### src/rtl/string_hw_pkg.sv
// rtl/string_hw_pkg.sv - shared types, register map and helpers for the String_HW front end
// Contents: string geometry (MAX_BLOCKS, STR_BYTES), str_t, ctrl_state_t,
// register word offsets, core op codes and word pack/unpack helpers.
package string_hw_pkg;

    localparam int MAX_BLOCKS = 2;
    localparam int STR_BYTES  = MAX_BLOCKS * 4;
    localparam int IDX_W      = $clog2(STR_BYTES);

    // Byte 0 of the string sits in the most significant byte of the packed vector.
    typedef logic [0:STR_BYTES-1][7:0] str_t;

    typedef enum logic [1:0] {
        IDLE,
        BUSY,
        RELEASE
    } ctrl_state_t;

    localparam int REG_CTRL   = 0;
    localparam int REG_STATUS = 1;
    localparam int REG_A_BASE = 2;
    localparam int REG_B_BASE = 2 + MAX_BLOCKS;
    localparam int REG_R_BASE = 2 + 2 * MAX_BLOCKS;

    localparam logic [3:0] OP_CMP   = 4'd0;
    localparam logic [3:0] OP_UPPER = 4'd1;
    localparam logic [3:0] OP_LOWER = 4'd2;

    // Bus word k carries string bytes 4k..4k+3 with the lowest string byte in
    // bits [7:0], so a little-endian memcpy of a C string lands in order.
    function automatic logic [31:0] str_get_word(input str_t s, input int k);
        logic [31:0] w;
        w = '0;
        for (int j = 0; j < 4; j++) begin
            w[8*j +: 8] = s[IDX_W'(4*k + j)];
        end
        return w;
    endfunction

    function automatic str_t str_put_word(input str_t s, input int k, input logic [31:0] w);
        str_t r;
        r = s;
        for (int j = 0; j < 4; j++) begin
            r[IDX_W'(4*k + j)] = w[8*j +: 8];
        end
        return r;
    endfunction

endpackage

### src/rtl/string_hw_avalon_ctrl_if.sv
// rtl/string_hw_avalon_ctrl_if.sv - Avalon-MM slave bus bundle for the String_HW front end
// Signals: address (word), chipselect, write, writedata, read, readdata.
// Modports: master (bus side, e.g. NIOS2 interconnect), slave (this block).
interface string_hw_avalon_ctrl_if #(
    parameter int ADDR_W = 4
);

    logic [ADDR_W-1:0] address;
    logic              chipselect;
    logic              write;
    logic [31:0]       writedata;
    logic              read;
    logic [31:0]       readdata;

    modport master (
        output address, chipselect, write, writedata, read,
        input  readdata
    );

    modport slave (
        input  address, chipselect, write, writedata, read,
        output readdata
    );

endinterface

### src/rtl/string_hw_regfile.sv
// rtl/string_hw_regfile.sv - address decode, byte packing and read mux for the String_HW front end
// Ports: clk, reset_n (async, active low); bus (Avalon slave modport);
// busy (blocks A/B writes); status_word (STATUS readback); result_load/result_in
// (capture from core); ctrl_* (decoded CTRL write fields); a_out/b_out (operands).
module string_hw_regfile
    import string_hw_pkg::*;
#(
    parameter int ADDR_W = 4
) (
    input  logic       clk,
    input  logic       reset_n,
    string_hw_avalon_ctrl_if.slave bus,
    input  logic       busy,
    input  logic [31:0] status_word,
    input  logic       result_load,
    input  str_t       result_in,
    output logic       ctrl_start,
    output logic       ctrl_clear,
    output logic       ctrl_irq_en,
    output logic [3:0] ctrl_index,
    output logic       ctrl_wr,
    output str_t       a_out,
    output str_t       b_out
);

    str_t        a_q, a_d;
    str_t        b_q, b_d;
    str_t        r_q, r_d;
    logic [31:0] readdata_q, readdata_d;

    logic wr_en;
    logic rd_en;

    assign wr_en = bus.chipselect & bus.write;
    assign rd_en = bus.chipselect & bus.read;

    assign ctrl_wr     = wr_en && (bus.address == ADDR_W'(REG_CTRL));
    assign ctrl_start  = bus.writedata[0];
    assign ctrl_clear  = bus.writedata[1];
    assign ctrl_irq_en = bus.writedata[2];
    assign ctrl_index  = bus.writedata[7:4];

    assign a_out        = a_q;
    assign b_out        = b_q;
    assign bus.readdata = readdata_q;

    always_comb begin
        a_d        = a_q;
        b_d        = b_q;
        r_d        = r_q;
        readdata_d = readdata_q;

        // Operands are frozen while the core may be sampling them.
        if (wr_en && !busy) begin
            for (int k = 0; k < MAX_BLOCKS; k++) begin
                if (bus.address == ADDR_W'(REG_A_BASE + k)) begin
                    a_d = str_put_word(a_q, k, bus.writedata);
                end
                if (bus.address == ADDR_W'(REG_B_BASE + k)) begin
                    b_d = str_put_word(b_q, k, bus.writedata);
                end
            end
        end

        if (result_load) begin
            r_d = result_in;
        end

        if (rd_en) begin
            readdata_d = '0;
            if (bus.address == ADDR_W'(REG_STATUS)) begin
                readdata_d = status_word;
            end
            for (int k = 0; k < MAX_BLOCKS; k++) begin
                if (bus.address == ADDR_W'(REG_A_BASE + k)) readdata_d = str_get_word(a_q, k);
                if (bus.address == ADDR_W'(REG_B_BASE + k)) readdata_d = str_get_word(b_q, k);
                if (bus.address == ADDR_W'(REG_R_BASE + k)) readdata_d = str_get_word(r_q, k);
            end
        end
    end

    always_ff @(posedge clk or negedge reset_n) begin
        if (!reset_n) begin
            a_q        <= '0;
            b_q        <= '0;
            r_q        <= '0;
            readdata_q <= '0;
        end else begin
            a_q        <= a_d;
            b_q        <= b_d;
            r_q        <= r_d;
            readdata_q <= readdata_d;
        end
    end

endmodule

### src/rtl/string_hw_avalon_ctrl.sv
// rtl/string_hw_avalon_ctrl.sv - Avalon-MM front end that launches the String_HW core
// Ports: clk, reset_n (async, active low); avs (Avalon-MM slave modport);
// core_go/core_index/core_A/core_B to the core; core_done/core_result from it;
// irq (only when STRING_HW_IRQ_EN is defined).
// Optional feature macro: STRING_HW_IRQ_EN (interrupt output + CTRL bit2 IRQ_ENABLE).
module string_hw_avalon_ctrl
    import string_hw_pkg::*;
#(
    parameter int ADDR_W         = 4,
    parameter int TIMEOUT_CYCLES = 1024
) (
    input  logic       clk,
    input  logic       reset_n,
    string_hw_avalon_ctrl_if.slave avs,
    output logic       core_go,
    output logic [3:0] core_index,
    output str_t       core_A,
    output str_t       core_B,
    input  logic       core_done,
    input  str_t       core_result
`ifdef STRING_HW_IRQ_EN
    ,
    output logic       irq
`endif
);

    localparam logic [31:0] TMO = 32'(TIMEOUT_CYCLES);

    ctrl_state_t state_q, state_d;
    logic [3:0]  index_q, index_d;
    logic        done_q, done_d;
    logic        timeout_q, timeout_d;
    logic [31:0] cnt_q, cnt_d;

    logic        busy;
    logic        result_load;
    logic        irq_en_bit;
    logic [31:0] status_word;

    logic        ctrl_wr;
    logic        ctrl_start;
    logic        ctrl_clear;
    logic        ctrl_irq_en;
    logic [3:0]  ctrl_index;

    logic        start_acc;
    logic        clear_acc;

    string_hw_regfile #(
        .ADDR_W (ADDR_W)
    ) u_regfile (
        .clk         (clk),
        .reset_n     (reset_n),
        .bus         (avs),
        .busy        (busy),
        .status_word (status_word),
        .result_load (result_load),
        .result_in   (core_result),
        .ctrl_start  (ctrl_start),
        .ctrl_clear  (ctrl_clear),
        .ctrl_irq_en (ctrl_irq_en),
        .ctrl_index  (ctrl_index),
        .ctrl_wr     (ctrl_wr),
        .a_out       (core_A),
        .b_out       (core_B)
    );

    // core_go comes straight from the state flop so reset drops it without a clock.
    assign busy        = (state_q != IDLE);
    assign core_go     = (state_q == BUSY);
    assign core_index  = index_q;
    assign status_word = {24'h0, index_q, irq_en_bit, timeout_q, done_q, busy};

    // CTRL commands only take effect in IDLE; START wins over CLEAR.
    assign start_acc = ctrl_wr && ctrl_start && (state_q == IDLE);
    assign clear_acc = ctrl_wr && ctrl_clear && (state_q == IDLE);

    always_comb begin
        state_d     = state_q;
        index_d     = index_q;
        done_d      = done_q;
        timeout_d   = timeout_q;
        cnt_d       = cnt_q;
        result_load = 1'b0;

        case (state_q)
            IDLE: begin
                if (start_acc) begin
                    state_d   = BUSY;
                    index_d   = ctrl_index;
                    done_d    = 1'b0;
                    timeout_d = 1'b0;
                    cnt_d     = '0;
                end else if (clear_acc) begin
                    done_d    = 1'b0;
                    timeout_d = 1'b0;
                end
            end
            BUSY: begin
                cnt_d = cnt_q + 32'd1;
                // Completion takes priority over a timeout expiring on the same edge.
                if (core_done) begin
                    result_load = 1'b1;
                    done_d      = 1'b1;
                    state_d     = RELEASE;
                end else if ((TMO != 32'd0) && (cnt_d == TMO)) begin
                    timeout_d = 1'b1;
                    state_d   = RELEASE;
                end
            end
            RELEASE: begin
                state_d = IDLE;
            end
            default: begin
                state_d = IDLE;
            end
        endcase
    end

    always_ff @(posedge clk or negedge reset_n) begin
        if (!reset_n) begin
            state_q   <= IDLE;
            index_q   <= '0;
            done_q    <= 1'b0;
            timeout_q <= 1'b0;
            cnt_q     <= '0;
        end else begin
            state_q   <= state_d;
            index_q   <= index_d;
            done_q    <= done_d;
            timeout_q <= timeout_d;
            cnt_q     <= cnt_d;
        end
    end

`ifdef STRING_HW_IRQ_EN
    logic irq_en_q, irq_en_d;
    logic irq_q, irq_d;

    always_comb begin
        irq_en_d = irq_en_q;
        irq_d    = irq_en_q & (done_q | timeout_q);
        if (ctrl_wr && (state_q == IDLE)) begin
            irq_en_d = ctrl_irq_en;
        end
        if (start_acc || clear_acc) begin
            irq_d = 1'b0;
        end
    end

    always_ff @(posedge clk or negedge reset_n) begin
        if (!reset_n) begin
            irq_en_q <= 1'b0;
            irq_q    <= 1'b0;
        end else begin
            irq_en_q <= irq_en_d;
            irq_q    <= irq_d;
        end
    end

    assign irq        = irq_q;
    assign irq_en_bit = irq_en_q;
`else
    logic unused_ctrl_irq_en;

    assign unused_ctrl_irq_en = ctrl_irq_en;
    assign irq_en_bit         = 1'b0;
`endif

endmodule

### src/flat_wrapper.sv
// flat-port wrapper written by rule: the top's interface ports become plain ports
module string_hw_avalon_ctrl_flat import string_hw_pkg::*;
#(
    parameter int ADDR_W         = 4,
    parameter int TIMEOUT_CYCLES = 1024
)
  (clk, reset_n, core_go, core_index, core_A, core_B, core_done, core_result, avs_address, avs_chipselect, avs_write, avs_writedata, avs_read, avs_readdata);
  string_hw_avalon_ctrl_if #(.ADDR_W(ADDR_W)) avs_i ();
  input  logic clk;
  input  logic reset_n;
  output logic core_go;
  output logic [3:0] core_index;
  output str_t core_A;
  output str_t core_B;
  input  logic core_done;
  input  str_t core_result;
  input wire logic [$bits(avs_i.address)-1:0] avs_address;
  input wire logic [$bits(avs_i.chipselect)-1:0] avs_chipselect;
  input wire logic [$bits(avs_i.write)-1:0] avs_write;
  input wire logic [$bits(avs_i.writedata)-1:0] avs_writedata;
  input wire logic [$bits(avs_i.read)-1:0] avs_read;
  output wire logic [$bits(avs_i.readdata)-1:0] avs_readdata;
  assign avs_i.address = avs_address;
  assign avs_i.chipselect = avs_chipselect;
  assign avs_i.write = avs_write;
  assign avs_i.writedata = avs_writedata;
  assign avs_i.read = avs_read;
  assign avs_readdata = avs_i.readdata;
  string_hw_avalon_ctrl #(.ADDR_W(ADDR_W), .TIMEOUT_CYCLES(TIMEOUT_CYCLES)) u_core (.clk(clk), .reset_n(reset_n), .avs(avs_i), .core_go(core_go), .core_index(core_index), .core_A(core_A), .core_B(core_B), .core_done(core_done), .core_result(core_result));
endmodule
### config.mk
export PLATFORM = sky130hd
export DESIGN_NAME = string_hw_avalon_ctrl_flat
export DESIGN_NICKNAME = d
export VERILOG_FILES = /design/src/rtl/string_hw_pkg.sv /design/src/rtl/string_hw_avalon_ctrl_if.sv /design/src/rtl/string_hw_regfile.sv /design/src/rtl/string_hw_avalon_ctrl.sv /design/src/flat_wrapper.sv
export SDC_FILE = /design/constraint.sdc
export NUM_CORES = 1
export LEC_CHECK = 0
export CORE_ASPECT_RATIO = 0.75
export CORE_MARGIN = 4
export CORE_UTILIZATION = 36
export CTS_CLUSTER_DIAMETER = 50
export DETAILED_ROUTE_END_ITERATION = 10
export SLEW_MARGIN = 5
export SYNTH_ARGS = -nofsm -noshare
export SYNTH_HDL_FRONTEND = slang
export SYNTH_SLANG_ARGS = --single-unit
### constraint.sdc
create_clock -name clk -period 2.9 [get_ports clk]
set_clock_uncertainty 0.2 [all_clocks]
set_input_delay 0.435 -clock clk [delete_from_list [all_inputs] [get_ports clk]]
set_output_delay 0.435 -clock clk [all_outputs]
set_load 0.005 [all_outputs]
# == Word-level counts from Yosys, hierarchy flattened ==
# Cells that the tools add are included.
# W data, S select, Z words.
# word_totals
reg_bits,168
input_bits,106
out_inout_bits,165
elab_cells,78
# classes
add_sub_neg,1
eq_ne,15
n_mux,22
bitwise,4
reduce_logical,18
# ops
operator,count
$mux W32,7
$pmux W32 S2,1
$add A32 B1 Y32 const B,1
$eq A32 B11 Y1 const B,1
$eq A4 B3 Y1 const B,4
$reduce_and A3 Y1,3
$eq A4 B2 Y1 const B,2
$mux W8,1
$mux W1,7
$logic_and A1 B1 Y1,6
$mux W2,3
$ne A2 B1 Y1 const B,3
$ne A3 B1 Y1 const B,2
$reduce_and A2 Y1,3
$eq A4 B1 Y1 const B,1
$logic_not A4 Y1,1
$pmux W1 S2,2
$pmux W2 S2,1
$reduce_and A4 Y1,1
$reduce_bool A2 Y1,2
$and A1 B1 Y1,2
$eq A2 B1 Y1 const B,1
$logic_not A2 Y1,1
$ne A2 B2 Y1 const B,1
2 further kinds,3

# == Depth between registers and ports, before layout ==
# Gate-level depths: netlist (run 1).
# depth
word_depth,8
depth_mapped,9
ltp_nobuf,8

# == Modules after synthesis ==
# A second synthesis (run 1) with hierarchy kept.
# unflattened
hier_cells,844
hier_area_um2,9222.6
# modules_own_cells
mod,instances,cells_per_inst,area_each_um2,seq_area_each_um2
string_hw_regfile,1,552,6690.2,3203.1
string_hw_avalon_ctrl,1,292,2532.4,1001.0

# == Worst setup path after synthesis (run 1) ==
# OpenSTA, ideal clock, no wires.
# synth_path
kind,register to register
start,register u_core.cnt_q[0]
end,register u_core.timeout_q
setup_ns,0.076
t_arrival_ns,2.388
required_ns,2.624
path_slack_ns,0.236
path_stages_with_launch,10
n_path_buf,1
period_less_slack_ns,2.664
cell_sequence,dfrtp_1 ha_1 buf_2 nand2_2 nor3_1 and4_1 xnor2_1 nand4_1 or4_1 o21ai_1
# synth_between
elab_chain_len,4
# synth_lines
element,line,source
from (decl),string_hw_avalon_ctrl.sv:33,"logic [31:0] cnt_q, cnt_d;"
from (signal assigned),string_hw_avalon_ctrl.sv:132,cnt_q <= cnt_d;
$add A32 B1 Y32,string_hw_avalon_ctrl.sv:100,cnt_d = cnt_q + 32'd1;
$eq A32 B11 Y1,string_hw_avalon_ctrl.sv:106,end else if ((TMO != 32'd0) && (cnt_d == TMO)) begin
$ne A2 B1 Y1 (no source line),n/a,
$reduce_and A4 Y1 (no source line),n/a,
to (signal assigned),string_hw_avalon_ctrl.sv:131,timeout_q <= timeout_d;
to (decl),string_hw_avalon_ctrl.sv:32,"logic timeout_q, timeout_d;"
# Every way passes these cells.
# A chain may end at the register's enable or synchronous reset.

# == Final worst setup path (run 1) ==
# Same ends and word-level chain as after synthesis.

==> qor.yml, run 1 <==
power_and_ir_drop:
  combPwrFrac_pct: 23.2
  p_switching_mw: 2.23
  p_int_mw: 4.86
  power_mw: 7.09
  seqPwrFrac_pct: 45.1
  netSwitchingFraction_pct: 31.5
  ir_drop_mv: 0.471
  clkPwrFrac_pct: 31.6
  p_leak_nw: 4.76
  power_density_nw_per_um2: 634
worst_setup_path:
  rr_worst_depth: 8
  crit_family: "simple AND/OR/NAND/NOR gates"
  critPathMaxFanout: 6
  worst-endpoint-required_ns: 3.05
  critPathMaxStageDelay_ns: 0.56
  slowest_stage: "or4_1"
  cp_num_cells: 8
  startpoint_type: "flip-flop"
  endpoint_kind: "flip-flop"
  worst-path-buf-inv: 0
  path_cells: "ha_1, nand2_2, nor4_4, nand3_1, xnor2_1, nand4_1, or4_1, o21ai_1"
  worst-setup-path-type: "flip-flop to flip-flop"
  crit_arrival_ns: 2.86
grt:
  antenna_found_initial: 1
  overflow: 0
  grtUsageTotal_pct: 18.2
  grt_max_degree: 65
  grt_pass1_wl_um: 38000
  grt_pass1_vias: 6740
layout:
  multiInputGateArea_um2: 3850
  layout-drive-gt1-share_pct: 21.4
  area_growth_pct: 31.2
  fill_cells: 2139
  seqCellArea_um2: 4210
  stdcell_count: 1299
  n_antenna_cell: 0
  fin_nets: 1094
routing:
  via_per_inst: 5.25
  wl_um: 24300
  drcViolationCount: 0
  wl_per_cell_um: 18.7
  antenna_left: 0
  firstDrtPassIters: 8
  vias: 6818
  drt-initial-drc-count: 629
sta:
  rsz0062_at_grt: "false"
  period_minus_slack_ns: 2.72
  max_freq_mhz: 368
  fin_crit_sh_pct: 93.7
  setup_viol: 0
  drv_slew: 0
  tightest_slew_ns: 0.627
  finalHoldViolCount: 0
  finalSetupTns_ns: 0
  slew_headroom_pct: 58.2
logic_synthesis:
  yosysUniqueCellTypes: 68
  synth.cell_area_um2: 8530
  yosys_warnings: 0
  seq_area_frac_synth_pct: 49.3
  synth_edf_count: 0
  synth_ff_type: "dfrtp_1"
  synth_top_family_by_area: "compound AO/OA/AOI/OAI gates"
  yosys.area.top_type: "dfrtp_1"
  synthXorXnorAreaFrac_pct: 0.822
  synthArstFlopShare_pct: 100
  synth-adder-area-share_pct: 0.293
  netlist_instances: 799
  synth_top_area_share_pct: 49.3
  ys_ff_latch: 168
  yosys-top-cells-area: "dfrtp_1 49%, mux2_2 13%, buf_4 5.9%"
  syn_avg_cell_area_um2: 10.7
  muxShareOfSynthArea_pct: 13.4
  synth_compound_area_share_pct: 13.8
  synthSimpleGateAreaFrac_pct: 13.6
floorplan:
  dieArea_um2: 26200
  fp-row-count: 48
  start_util_pct: 36.8
  die_h_um: 141
  core_um2: 23200
  die_x_um: 186
  ios: 271
cts:
  insertion_delay_ns: 0.42
  numCtsBuffers: 17
  root_buffer: "clkbuf_16"
  htree_num_levels: 4
  clk_path_buf_depth: 2
  cts_tree: "done"
  clk_pin_slew_worst_paths_ns: 0.08
  cts.sinks: 168
placed_design:
  gp_congestion: 0.843
  port_buffers: 174
  dp_hpwl_um: 17000
  dp.cells: 1266
min_path:
  min_path_cells: 2
  hp-class: "flip-flop to flip-flop"
run_status:
  status: "complete, no violations"
run:
  drv_cap: 0
## flip-flops by register name, summed over array words and instances (netlist names)
name,cells
u_core.cnt_q,32
u_core.u_regfile.a_out,32
u_core.u_regfile.b_out,32
u_core.u_regfile.bus.readdata,32
u_core.u_regfile.r_q,32
u_core.core_index,4
u_core.state_q,2
u_core.done_q,1
u_core.timeout_q,1
## timing repair
action                                  CTS  global route
setup buffers                             0             0
endpoints found under the setup margin    0             3
resized for setup                         0            10
hold endpoints to repair                 61             0
hold buffers                              1             0
## layout make-up
cell class	instances	share of cell area, %
sequential	168	37.6
clock inverter	14	1.42
multi-input combinational	570	34.4
timing repair buffer	224	19.2
inverter	5	0.168
tap	300	3.35
clock buffer	18	3.84
## cells in the final DEF (no fill, tap or decap), types with 14 or more instances in the layout
cell type,count
clkdlybuf4s50_1,173
dfrtp_1,163
mux2_2,100
o21ai_0,79
conb_1,64
nand2_1,62
buf_4,47
nor2_1,37
a21oi_1,27
a222oi_1,26
nand4_1,24
nand3_1,19
clkbuf_16,17
o31ai_1,14
## path summary, 6_finish.rpt
| kind | start | endpoint | slack [ns] |
|---|---|---|---|
| worst max-delay path | u_core.cnt_q[0]$_DFFE_PN0P_ | u_core.timeout_q$_DFFE_PN0P_ | 0.18 |
| worst min-delay path | u_core.u_regfile.bus.readdata[19]$_DFFE_PN0P_ | u_core.u_regfile.bus.readdata[19]$_DFFE_PN0P_ | 0.28 |
| worst max register to register | u_core.cnt_q[0]$_DFFE_PN0P_ | u_core.timeout_q$_DFFE_PN0P_ | 0.18 |
| worst min register to register | u_core.u_regfile.bus.readdata[19]$_DFFE_PN0P_ | u_core.u_regfile.bus.readdata[19]$_DFFE_PN0P_ | 0.28 |
| max in group asynchronous | reset_n | u_core.u_regfile.a_out[39]$_DFFE_PN0P_ | 1.23 |
| min in group asynchronous | reset_n | u_core.u_regfile.a_out[41]$_DFFE_PN0P_ | 0.37 |
## layer usage
metal,routed length [um],up-vias,global-route usage [%]
met5,8,-,0
met1,11200,3326,26.7
li1,-,3198,-
met4,575,2,5.37
met3,1610,30,4.02
met2,10900,262,27.1
## worst reg2reg max path: cells and delay by family (launching register included)
family / cells / cell delay, ns
XOR/XNOR: 1 / 0.26
adder cells (fa/ha/maj): 1 / 0.26
flip-flops: 1 / 0.35
AND/OR/NAND/NOR: 5 / 1.44
AO/OA/AOI/OAI: 1 / 0.15
## power by group through the flow
stage / clock, mW / sequential [mW] / combinational, mW
2_1_floorplan: 0 / 3.09 / 0.915
3_3_place_gp: 0 / 3.22 / 1.62
6_report: 2.24 / 3.20 / 1.65
5_1_grt: 2.39 / 3.28 / 1.81
3_5_place_dp: 0 / 3.22 / 1.64
4_1_cts: 2.30 / 3.19 / 1.65
## metrics by stage
| stage | hold WS, ns | area (um2) | util (%) | setup slack (ns) |
|---|---|---|---|---|
| 4_1_cts | 0.284 | 11200 | 48.2 | 0.0838 |
| 3_5_place_dp | 0.267 | 10600 | 45.6 | 0.124 |
| 3_3_place_gp | 0.261 | 10600 | 45.6 | 0.116 |
| 2_1_floorplan | -0.0606 | 8760 | - | 0.236 |
| 5_1_grt | 0.297 | 11200 | 48.3 | 0.00296 |
| 6_report | 0.278 | 11200 | 48.3 | 0.183 |
## Yosys cell counts (7+ instances only)
cell type  number
dfrtp_1       168
mux2_2        100
o21ai_0        79
buf_4          67
nand2_1        63
nor2_1         38
clkbuf_1       35
a21oi_1        27
a222oi_1       26
nand4_1        24
nand3_1        19
o31ai_1        14
a31oi_1        11
buf_2           9
and4_1          8
nor3_1          8
and3_1          7
## logic make-up (layout without fill, tap and decap cells)
logic type | Yosys count | count (layout)
xor gates and xnor gates | 8 | 8
buffers and inverters | 124 | 261
DFF | 168 | 168
adders and majority gates | 2 | 2
other | 1 | 64
AOI/OAI and AO/OA | 180 | 180
muxes | 102 | 102
and+or+nand+nor | 214 | 214
Note: power is estimated with default switching activity, not from simulation.
==> run 2: changes to the inputs <==
CTS_BUF_LIST = sky130_fd_sc_hd__clkbuf_16   (was unset)
==> qor.yml, run 2 (same netlist as run 1, synthesis figures left out) <==
run_status:
  status: "complete, no violations"
grt:
  grt_max_degree: 65
  grtUsageTotal_pct: 18.3
  grt_pass1_wl_um: 38000
  grt_pass1_vias: 6734
  antenna_found_initial: 1
  overflow: 0
placed_design:
  dp_hpwl_um: 17000
  place_ws_ns: 0.124
  port_buffers: 174
  dp.cells: 1266
  gp_congestion: 0.843
sta:
  drv_slew: 0
  max_freq_mhz: 369
  fin_crit_sh_pct: 93.6
  setup_viol: 0
  setup_ws_ns: 0.187
  rsz0062_at_grt: "false"
  tightest_slew_ns: 0.624
  finalHoldViolCount: 0
  finalSetupTns_ns: 0
  slew_headroom_pct: 58.4
  period_minus_slack_ns: 2.71
layout:
  fin_nets: 1094
  layout-drive-gt1-share_pct: 21.4
  stdcell_count: 1299
  area_growth_pct: 31.2
  layout_common_cells: "173 x clkdlybuf4s50_1, 163 x dfrtp_1, 100 x mux2_2, 79 x o21ai_0, 64 x conb_1"
  final_common_cell: "clkdlybuf4s50_1"
  n_antenna_cell: 0
routing:
  drcViolationCount: 0
  wl_per_cell_um: 18.7
  wl_um: 24300
  via_per_inst: 5.24
  firstDrtPassIters: 6
  vias: 6812
  drt-initial-drc-count: 624
  antenna_left: 0
worst_setup_path:
  crit_arrival_ns: 2.86
  reg2reg_from: "u_core.cnt_q[0]$_DFFE_PN0P_"
  worst-setup-path-type: "flip-flop to flip-flop"
  rr_endpoint: "u_core.timeout_q$_DFFE_PN0P_"
  ff2ff_setup_slack_ns: 0.19
  worst-endpoint-required_ns: 3.05
  rr_worst_depth: 8
  worst-path-buf-inv: 0
  endpoint_kind: "flip-flop"
  critPathMaxStageDelay_ns: 0.56
  slowest_stage: "or4_1"
  path_cells: "ha_1, nand2_2, nor4_4, nand3_1, xnor2_1, nand4_1, or4_1, o21ai_1"
  crit_family: "simple AND/OR/NAND/NOR gates"
  critPathMaxFanout: 6
  startpoint_type: "flip-flop"
cts:
  clk_path_buf_depth: 2
  cts.sinks: 168
  clk_pin_slew_worst_paths_ns: 0.08
  post-cts-setup-buffers: 0
  root_buffer: "clkbuf_16"
  htree_num_levels: 4
  cts_tree: "done"
  numCtsBuffers: 17
  insertion_delay_ns: 0.42
power_and_ir_drop:
  power_mw: 7.09
  ir_drop_mv: 0.471
  power_density_nw_per_um2: 634
  p_leak_nw: 4.77
floorplan:
  start_util_pct: 36.8
  die_x_um: 186
  ios: 271
  die_h_um: 141
  core_um2: 23200
  dieArea_um2: 26200
  fp-row-count: 48
run:
  drv_cap: 0
min_path:
  min_from: "u_core.u_regfile.bus.readdata[19]$_DFFE_PN0P_"
  min_path_cells: 2
  hp-class: "flip-flop to flip-flop"
  holdPathEnd: "u_core.u_regfile.bus.readdata[19]$_DFFE_PN0P_"
run 2: per-layer routing:
layer	vias up	track usage [%]	wire, um
met5	-	0	8
met4	2	5.37	575
met3	30	4.02	1530
met2	254	27.2	10900
met1	3328	26.8	11300
li1	3198	-	-
run 2: area by class of cell:
class	instances	area, um2
timing repair buffer	224	2150
clock buffer	17	425
clock inverter	15	163
multi-input combinational	570	3850
tap	300	375
sequential	168	4210
fill	2139	12000
inverter	5	18.8
run 2: how the worst max path moves through the flow:
stage	to	slack, ns	startpoint	depth (start not counted)
after global placement	u_core.state_q[0]$_DFFE_PN0P_	0.12	u_core.cnt_q[2]$_DFFE_PN0P_	8
final	u_core.timeout_q$_DFFE_PN0P_	0.19	u_core.cnt_q[0]$_DFFE_PN0P_	8
after floorplan	u_core.timeout_q$_DFFE_PN0P_	0.24	u_core.cnt_q[0]$_DFFE_PN0P_	9
after global routing	u_core.state_q[0]$_DFFE_PN0P_	0.003	u_core.cnt_q[12]$_DFFE_PN0P_	9
after detailed placement	u_core.state_q[0]$_DFFE_PN0P_	0.12	u_core.cnt_q[2]$_DFFE_PN0P_	8
after CTS	u_core.state_q[0]$_DFFE_PN0P_	0.08	u_core.cnt_q[2]$_DFFE_PN0P_	8
run 2: metrics by stage:
| step | instance area [um2] | hold WS [ns] | utilization [%] |
|---|---|---|---|
| 4_1_cts | 11200 | 0.284 | 48.2 |
| 6_report | 11200 | 0.278 | 48.3 |
| 3_3_place_gp | 10600 | 0.261 | 45.6 |
| 2_1_floorplan | 8760 | -0.0606 | - |
| 3_5_place_dp | 10600 | 0.267 | 45.6 |
| 5_1_grt | 11200 | 0.297 | 48.3 |
run 2: where the power goes:
group | switching [mW] | internal (mW) | leakage (nW)
Clock | 1.09 | 1.15 | 0.286
Combinational | 0.704 | 0.944 | 2.30
Sequential | 0.439 | 2.76 | 2.19
run 2: worst reg2reg max path: stages (launching register included):
cell	delay [ns]
dfrtp_1	0.35
ha_1	0.26
nand2_2	0.16
nor4_4	0.42
nand3_1	0.19
xnor2_1	0.26
nand4_1	0.11
or4_1	0.56
o21ai_1	0.15
run 2: what timing repair did:
action / in CTS / in global routing
setup endpoints to repair: 0 / 3
endpoints found under the hold margin: 61 / 0
gates resized for setup: 0 / 10
hold buffers: 1 / 0
==> run 3: changes to the inputs <==
PLACE_DENSITY = 0.64   (was unset)
==> qor.yml, run 3 (same netlist as run 1, synthesis figures left out) <==
worst_setup_path:
  slowest_stage: "or4_1"
  critPathMaxStageDelay_ns: 0.55
  startpoint_type: "flip-flop"
  worst-setup-path-type: "flip-flop to flip-flop"
  worst-endpoint-required_ns: 3.05
  crit_path_frequent_cell: "nand4_1"
  endpoint_kind: "flip-flop"
  path_cells: "nand4_1, nor4_4, nand3_1, xnor2_1, nand4_1, or4_1, o21ai_1"
  crit_arrival_ns: 2.93
  critPathMaxFanout: 9
grt:
  grt_max_degree: 77
  grtUsageTotal_pct: 17.6
  grt_pass1_vias: 6608
  antenna_found_initial: 0
  grt_pass1_wl_um: 36800
  overflow: 0
sta:
  slew_headroom_pct: 51.5
  max_freq_mhz: 359
  period_minus_slack_ns: 2.78
  drv_slew: 0
  rsz0062_at_grt: "false"
  finalHoldViolCount: 0
  tightest_slew_ns: 0.727
  setup_ws_ns: 0.118
  setup_viol: 0
  finalSetupTns_ns: 0
  fin_crit_sh_pct: 95.9
run_status:
  status: "complete, no violations"
cts:
  cts_tree: "done"
  cts.sinks: 168
  post-cts-setup-buffers: 0
  clk_path_buf_depth: 2
  htree_num_levels: 4
  numCtsBuffers: 17
  clk_pin_slew_worst_paths_ns: 0.07
  root_buffer: "clkbuf_16"
  insertion_delay_ns: 0.43
layout:
  fill_cells: 2121
  layout_common_cells: "173 x clkdlybuf4s50_1, 166 x dfrtp_1, 100 x mux2_2, 79 x o21ai_0, 64 x conb_1"
  final_core_util_pct: 48.3
  n_antenna_cell: 0
  final_common_cell: "clkdlybuf4s50_1"
  seqCellArea_um2: 4210
  fin_nets: 1089
  multiInputGateArea_um2: 3860
  area_growth_pct: 31.2
  layout-drive-gt1-share_pct: 20.6
  stdcell_count: 1294
placed_design:
  port_buffers: 174
  dp.cells: 1261
  gp_congestion: 0.908
  dp_hpwl_um: 16700
  place_ws_ns: 0.121
routing:
  wl_per_cell_um: 18.3
  drt-initial-drc-count: 663
  firstDrtPassIters: 7
  via_per_inst: 5.31
  vias: 6873
  antenna_left: 0
  wl_um: 23700
  drcViolationCount: 0
floorplan:
  fp-row-count: 48
  core_um2: 23200
  start_util_pct: 36.8
  die_h_um: 141
  die_x_um: 186
  ios: 271
  dieArea_um2: 26200
run:
  drv_cap: 0
min_path:
  hp-class: "flip-flop to flip-flop"
power_and_ir_drop:
  p_leak_nw: 4.77
  power_mw: 7.08
  ir_drop_mv: 0.415
  power_density_nw_per_um2: 633
run 3: power by group:
group          internal [mW]  switching (mW)
logic                  0.945           0.699
clock network           1.15            1.08
registers               2.76           0.443
run 3: per-layer routing:
layer  track usage [%]  wire (um)
met1              26.2      11100
met2              25.7      10500
met3              3.41       1520
met4              6.09        624
met5                 0          0
run 3: area by class of cell:
class | count | area share (%)
flip-flops and latches | 168 | 37.6
multi-input cells | 570 | 34.5
repair buffers | 219 | 19.2
clock buffers | 17 | 3.80
well taps | 300 | 3.35
clock inverters | 15 | 1.41
inverters | 5 | 0.168
run 3: path summary, 6_finish.rpt:
path	to	slack, ns	start	depth (start not counted)
min in group asynchronous	u_core.u_regfile.a_out[41]$_DFFE_PN0P_	0.41	reset_n	2
min	u_core.u_regfile.bus.readdata[8]$_DFFE_PN0P_	0.28	u_core.u_regfile.bus.readdata[8]$_DFFE_PN0P_	2
max	u_core.timeout_q$_DFFE_PN0P_	0.12	u_core.cnt_q[12]$_DFFE_PN0P_	7
max reg2reg	u_core.timeout_q$_DFFE_PN0P_	0.12	u_core.cnt_q[12]$_DFFE_PN0P_	7
min reg2reg	u_core.u_regfile.bus.readdata[8]$_DFFE_PN0P_	0.28	u_core.u_regfile.bus.readdata[8]$_DFFE_PN0P_	2
max in group asynchronous	u_core.u_regfile.r_q[47]$_DFFE_PN0P_	1.31	reset_n	3
run 3: through the flow:
step / hold WS (ns) / cell area [um2]
final: 0.279 / 11200
after global routing: 0.311 / 11200
after CTS: 0.286 / 11200
after detailed placement: 0.270 / 10600
after global placement: 0.262 / 10600
after floorplan: -0.0606 / 8760
run 3: critical path, delay by kind of cell, from the launching register on:
| family | cells | cell delay (ns) |
|---|---|---|
| AND/OR/NAND/NOR | 5 | 1.58 |
| XOR/XNOR | 1 | 0.29 |
| AO/OA/AOI/OAI | 1 | 0.15 |
| flip-flops | 1 | 0.48 |
run 3: repair_timing:
action	CTS	global route
setup endpoints to repair	0	3
endpoints found under the hold margin	74	0
hold buffers	1	0
gates resized for setup	0	7
==> variant 1, RTL diff (config.mk and constraints of run 2) <==
Take the reset off `readdata_q` and load it in a clocked block of its own.
--- a/src/rtl/string_hw_regfile.sv
+++ b/src/rtl/string_hw_regfile.sv
@@ -84,13 +84,15 @@
             a_q        <= '0;
             b_q        <= '0;
             r_q        <= '0;
-            readdata_q <= '0;
         end else begin
             a_q        <= a_d;
             b_q        <= b_d;
             r_q        <= r_d;
-            readdata_q <= readdata_d;
         end
+    end
+
+    always_ff @(posedge clk) begin
+        readdata_q <= readdata_d;
     end
 
 endmodule
Function: changed (a bounded check fails within 4 cycles, from zero or initial values and one cycle with reset_n low).
==> variant 1 against run 2 <==
Clock power about the same; total power decreased by 1.8%; first-iteration DRC count fell by 18%; wire length decreased by 0.99%; sequential cell count stayed put; worst setup slack got worse by 130 ps; area after synthesis down 3.1%; design area hardly changed.
==> variant 1: results (changes against run 2) <==
outcome completed; Leak 4.84 nW (+1.6%); vias in the first global route 6296 (-6.5%); max frequency 0.351 GHz (-4.7%); pre-CTS WS -52.3 ps (-176 ps); final wirelength 24.0 mm (-0.99%); EDFF count, synth 32 (+32); met2 GRT Util 0.283 (+0.0112); XOR/XNOR Fraction of Synth Area 0.00742 (-0.000799); DR iter-0 viols 513 (-18%); DR WL/cell 19.2 um (+3.0%); Worst VDD drop 0.000365 V (-23%); DRT Pass-1 Iters 10 (+4); routability cong. 0.892 (+5.8%); hold_ws 310 ps (+32.0 ps); DP Area 10500 um2 (-0.43%); fraction of layout cells with a size suffix above 1 0.234 (+0.0195); first-pass GRT wire length 37.2 mm (-2.3%); Worst-Margin Slew 715 ps (+90.9 ps); Synth async-reset ratio 0.810 (-0.190); Synth area leaders dfrtp_1 41%, mux2_2 14%, edfxtp_1 12%; Global Route Usage Sum 0.185 (+0.00264); Final nets 1049 (-4.1%); worst hold-check path type input pin to asynchronous set/reset pin; CP max-delay cell or4_4; post-synthesis sequential area ratio 0.528 (+0.0351); GR Util met1 0.268 (+0.000651); Synth Instances 725 (-9.3%); distinct cell type count after synthesis 60 (-12%); GRT met3 Usage 0.0384 (-0.00188); Fillers 2036 (-4.8%); P_int 4.88 mW (+0.37%); Placed Instances 1213 (-4.2%); Vias 6550 (-3.8%); Final HPWL DP 16.7 mm (-1.8%); register area 4360 um2 (+3.7%); Synth Area in Compound Gates 0.123 (-0.0151); most frequent cells after synthesis 136 x dfrtp_1, 100 x mux2_2, 65 x buf_4; multiplexer area fraction after synthesis 0.137 (+0.00306)
variant 1: changes by cell type in the layout (fill, tap and decap cells not counted), sizes merged, moves of 16 or more:
cell           run 2  this run
dfrtp            168       136
edfxtp             0        32
inv               11        40
nand2             64        36
o21ai             80        53
buf               50        66
variant 1: layout make-up:
type                       instances  share of cell area
antenna                            1            0.000224
clock buffer                      17              0.0380
clock inverter                    15              0.0132
inverter                          31              0.0104
multi-input combinational        483               0.309
sequential                       168               0.390
tap                              294              0.0329
timing repair buffer             240               0.206
variant 1: path summary, 6_finish.rpt:
kind,cells past startpoint,from,end
worst max register to register,10,u_core.cnt_q[0],u_core.state_q[0]
worst max-delay path,10,u_core.cnt_q[0],u_core.state_q[0]
worst min-delay path,2,reset_n,u_core.u_regfile.b_out[50]
max in group asynchronous,3,reset_n,u_core.u_regfile.b_out[63]
worst min register to register,1,u_core.u_regfile.r_q[58],u_core.u_regfile.r_q[58]
min in group clk,1,u_core.u_regfile.r_q[58],u_core.u_regfile.r_q[58]
variant 1: power groups by stage:
stage | logic [mW] | registers [mW] | clock network [mW]
after floorplan | 0.723 | 3.15 | 0
after global placement | 1.51 | 3.19 | 0
after detailed placement | 1.53 | 3.20 | 0
after CTS | 1.54 | 3.16 | 2.29
after global routing | 1.70 | 3.23 | 2.40
final | 1.56 | 3.17 | 2.24
variant 1: worst register-to-register path, cell delays in order, from the launching register on:
cell and delay (ps):
dfrtp_1 390, ha_4 160, nand3_4 100, or4_4 550, o31a_1 260, nor4_2 220
buf_4 140, nand4b_1 140, nor4_2 330, buf_4 170, o31ai_1 60
variant 1: per-layer routing:
layer / share of wire / routed length, um
met2: 0.45 / 10800
met1: 0.46 / 10900
met5: 0 / 0
met3: 0.077 / 1850
met4: 0.017 / 403
==> variant 2, RTL diff (settings of run 2) <==
Made on the original files. Set the package constant `MAX_BLOCKS` to 4 (it was 2).
--- a/src/rtl/string_hw_pkg.sv
+++ b/src/rtl/string_hw_pkg.sv
@@ -3,7 +3,7 @@
 // register word offsets, core op codes and word pack/unpack helpers.
 package string_hw_pkg;
 
-    localparam int MAX_BLOCKS = 2;
+    localparam int MAX_BLOCKS = 4;
     localparam int STR_BYTES  = MAX_BLOCKS * 4;
     localparam int IDX_W      = $clog2(STR_BYTES);
 
Interface: changed (resized core_A, core_B and core_result); port bits go from 271 to 463. No check against the original RTL was run, so the function may have changed too.
==> variant 2 against run 2 <==
Global-route usage grew 2.1 points; area after synthesis grew 52%; total power grew 55%; final cell count grew 48%; sequential power grew 55%; worst setup slack lost 68 ps; sequential cell count grew 96; first-iteration DRC count grew 14%; hold slack lost 53 ps; critical path depth is the same; design area grew 53%; wire length grew 74%; critical path type unchanged; critical endpoint unchanged.
==> variant 2: results (changes against run 2) <==
Final nets 1619 (+48%); port buffer count 270 (+55%); Final HPWL DP 29.9 mm (+75%); CTS Buf Count 29 (+12); routability cong. 0.884 (+4.8%); worst reg2reg startpoint u_core.cnt_q[14]; CTS clk-pin slew, worst paths 60 ps (-20 ps); CTS Root Cell clkbuf_16; Vias 10000 (+47%); YS warnings 0 (unchanged); R2R setup slack 120 ps (-70 ps); Synth area leaders dfrtp_1 51%, mux2_2 17%, buf_4 7.5%; final wirelength 42.2 mm (+74%); worst hold-check path type input pin to asynchronous set/reset pin; Leak 7.60 nW (+59%); Worst-Margin Slew 655 ps (+31.8 ps); H-tree levels 1 (-3); Power Total 11.0 mW (+55%); DRT Pass-1 Iters 5 (-1); Bufs on Longest Clock Path 3 (+1); first-pass GRT wire length 61.5 mm (+62%); delay-heaviest family, CP simple AND/OR/NAND/NOR gates; fraction of layout cells with a size suffix above 1 0.231 (+0.0165); Worst VDD drop 0.000442 V (-6.3%); CP max-delay cell or4_4; Setup Buffers After CTS 0 (unchanged); clk_lat worst skew 570 ps (+150 ps); hold_ws 225 ps (-52.9 ps); Synth async-reset ratio 1.00 (unchanged); Arr. time, crit path 3090 ps (+230 ps); Global Route Usage Sum 0.204 (+0.0212); Fillers 3191 (+49%); Comb group 2.52 mW (+53%); r2r endpoint u_core.timeout_q; NetSw 3.09 mW (+39%); outcome completed; most frequent cells after synthesis 264 x dfrtp_1, 198 x mux2_2, 130 x buf_4; power share of the clock group 0.317 (about the same); vias in the first global route 9850 (+46%); DRT antenna net count 0 (unchanged); DR iter-0 viols 710 (+14%); slowest stage delay, CP 560 ps (about the same); largest net degree at the start of global routing 76 (+17%); post-synthesis sequential area ratio 0.510 (+0.0170); distinct cell type count after synthesis 57 (-16%); initial antenna violation count 3 (+2); CTS resizes 0 (unchanged)
## variant 2: area by class of cell
type | instances | area (um2) | area share
Antenna cell | 4 | 10.0 | 0.000585
Clock buffer | 29 | 726 | 0.0424
Clock inverter | 20 | 150 | 0.00878
Inverter | 6 | 22.5 | 0.00132
Multi-Input combinational cell | 805 | 5620 | 0.329
Sequential cell | 264 | 6610 | 0.386
Tap cell | 457 | 572 | 0.0334
Timing Repair Buffer | 341 | 3400 | 0.199
## variant 2: logic make-up after synthesis
family                     after synthesis  synth area share
AOI/OAI and AO/OA                      235             0.123
xor gates and xnor gates                 3           0.00203
adders and majority gates                2           0.00193
buffers and inverters                  208             0.100
DFF                                    264             0.510
muxes                                  200             0.174
other                                    1          0.000289
and+or+nand+nor                        237            0.0890
## variant 2: per-stage QoR
step	std cells	TNS [ps]	setup slack, ps	instance area [um2]
finish	1926	0	119	17100
detailed placement	1872	0	38.6	16200
global route	1924	-38.0	-32.8	17100
global placement	1872	0	60.1	16200
floorplan	1277	0	81.7	13400
CTS	1922	0	26.0	17100
## variant 2: worst max path at each step
stage | startpoint | end | slack [ps] | cells after the start
2_1_floorplan | u_core.cnt_q[1] | u_core.timeout_q | 80 | 9
3_3_place_gp | u_core.cnt_q[1] | u_core.timeout_q | 60 | 8
3_5_place_dp | u_core.cnt_q[1] | u_core.timeout_q | 40 | 8
4_1_cts | u_core.cnt_q[1] | u_core.timeout_q | 30 | 8
5_1_grt | u_core.cnt_q[14] | u_core.timeout_q | -30 | 8
6_report | u_core.cnt_q[14] | u_core.timeout_q | 120 | 8
## variant 2: routing by layer
metal,GRT usage,up-vias,part of all wire
met5,0,-,0.00026
met4,0.0728,2,0.036
met3,0.0524,76,0.073
met2,0.312,374,0.45
met1,0.282,5035,0.44
li1,-,4539,-
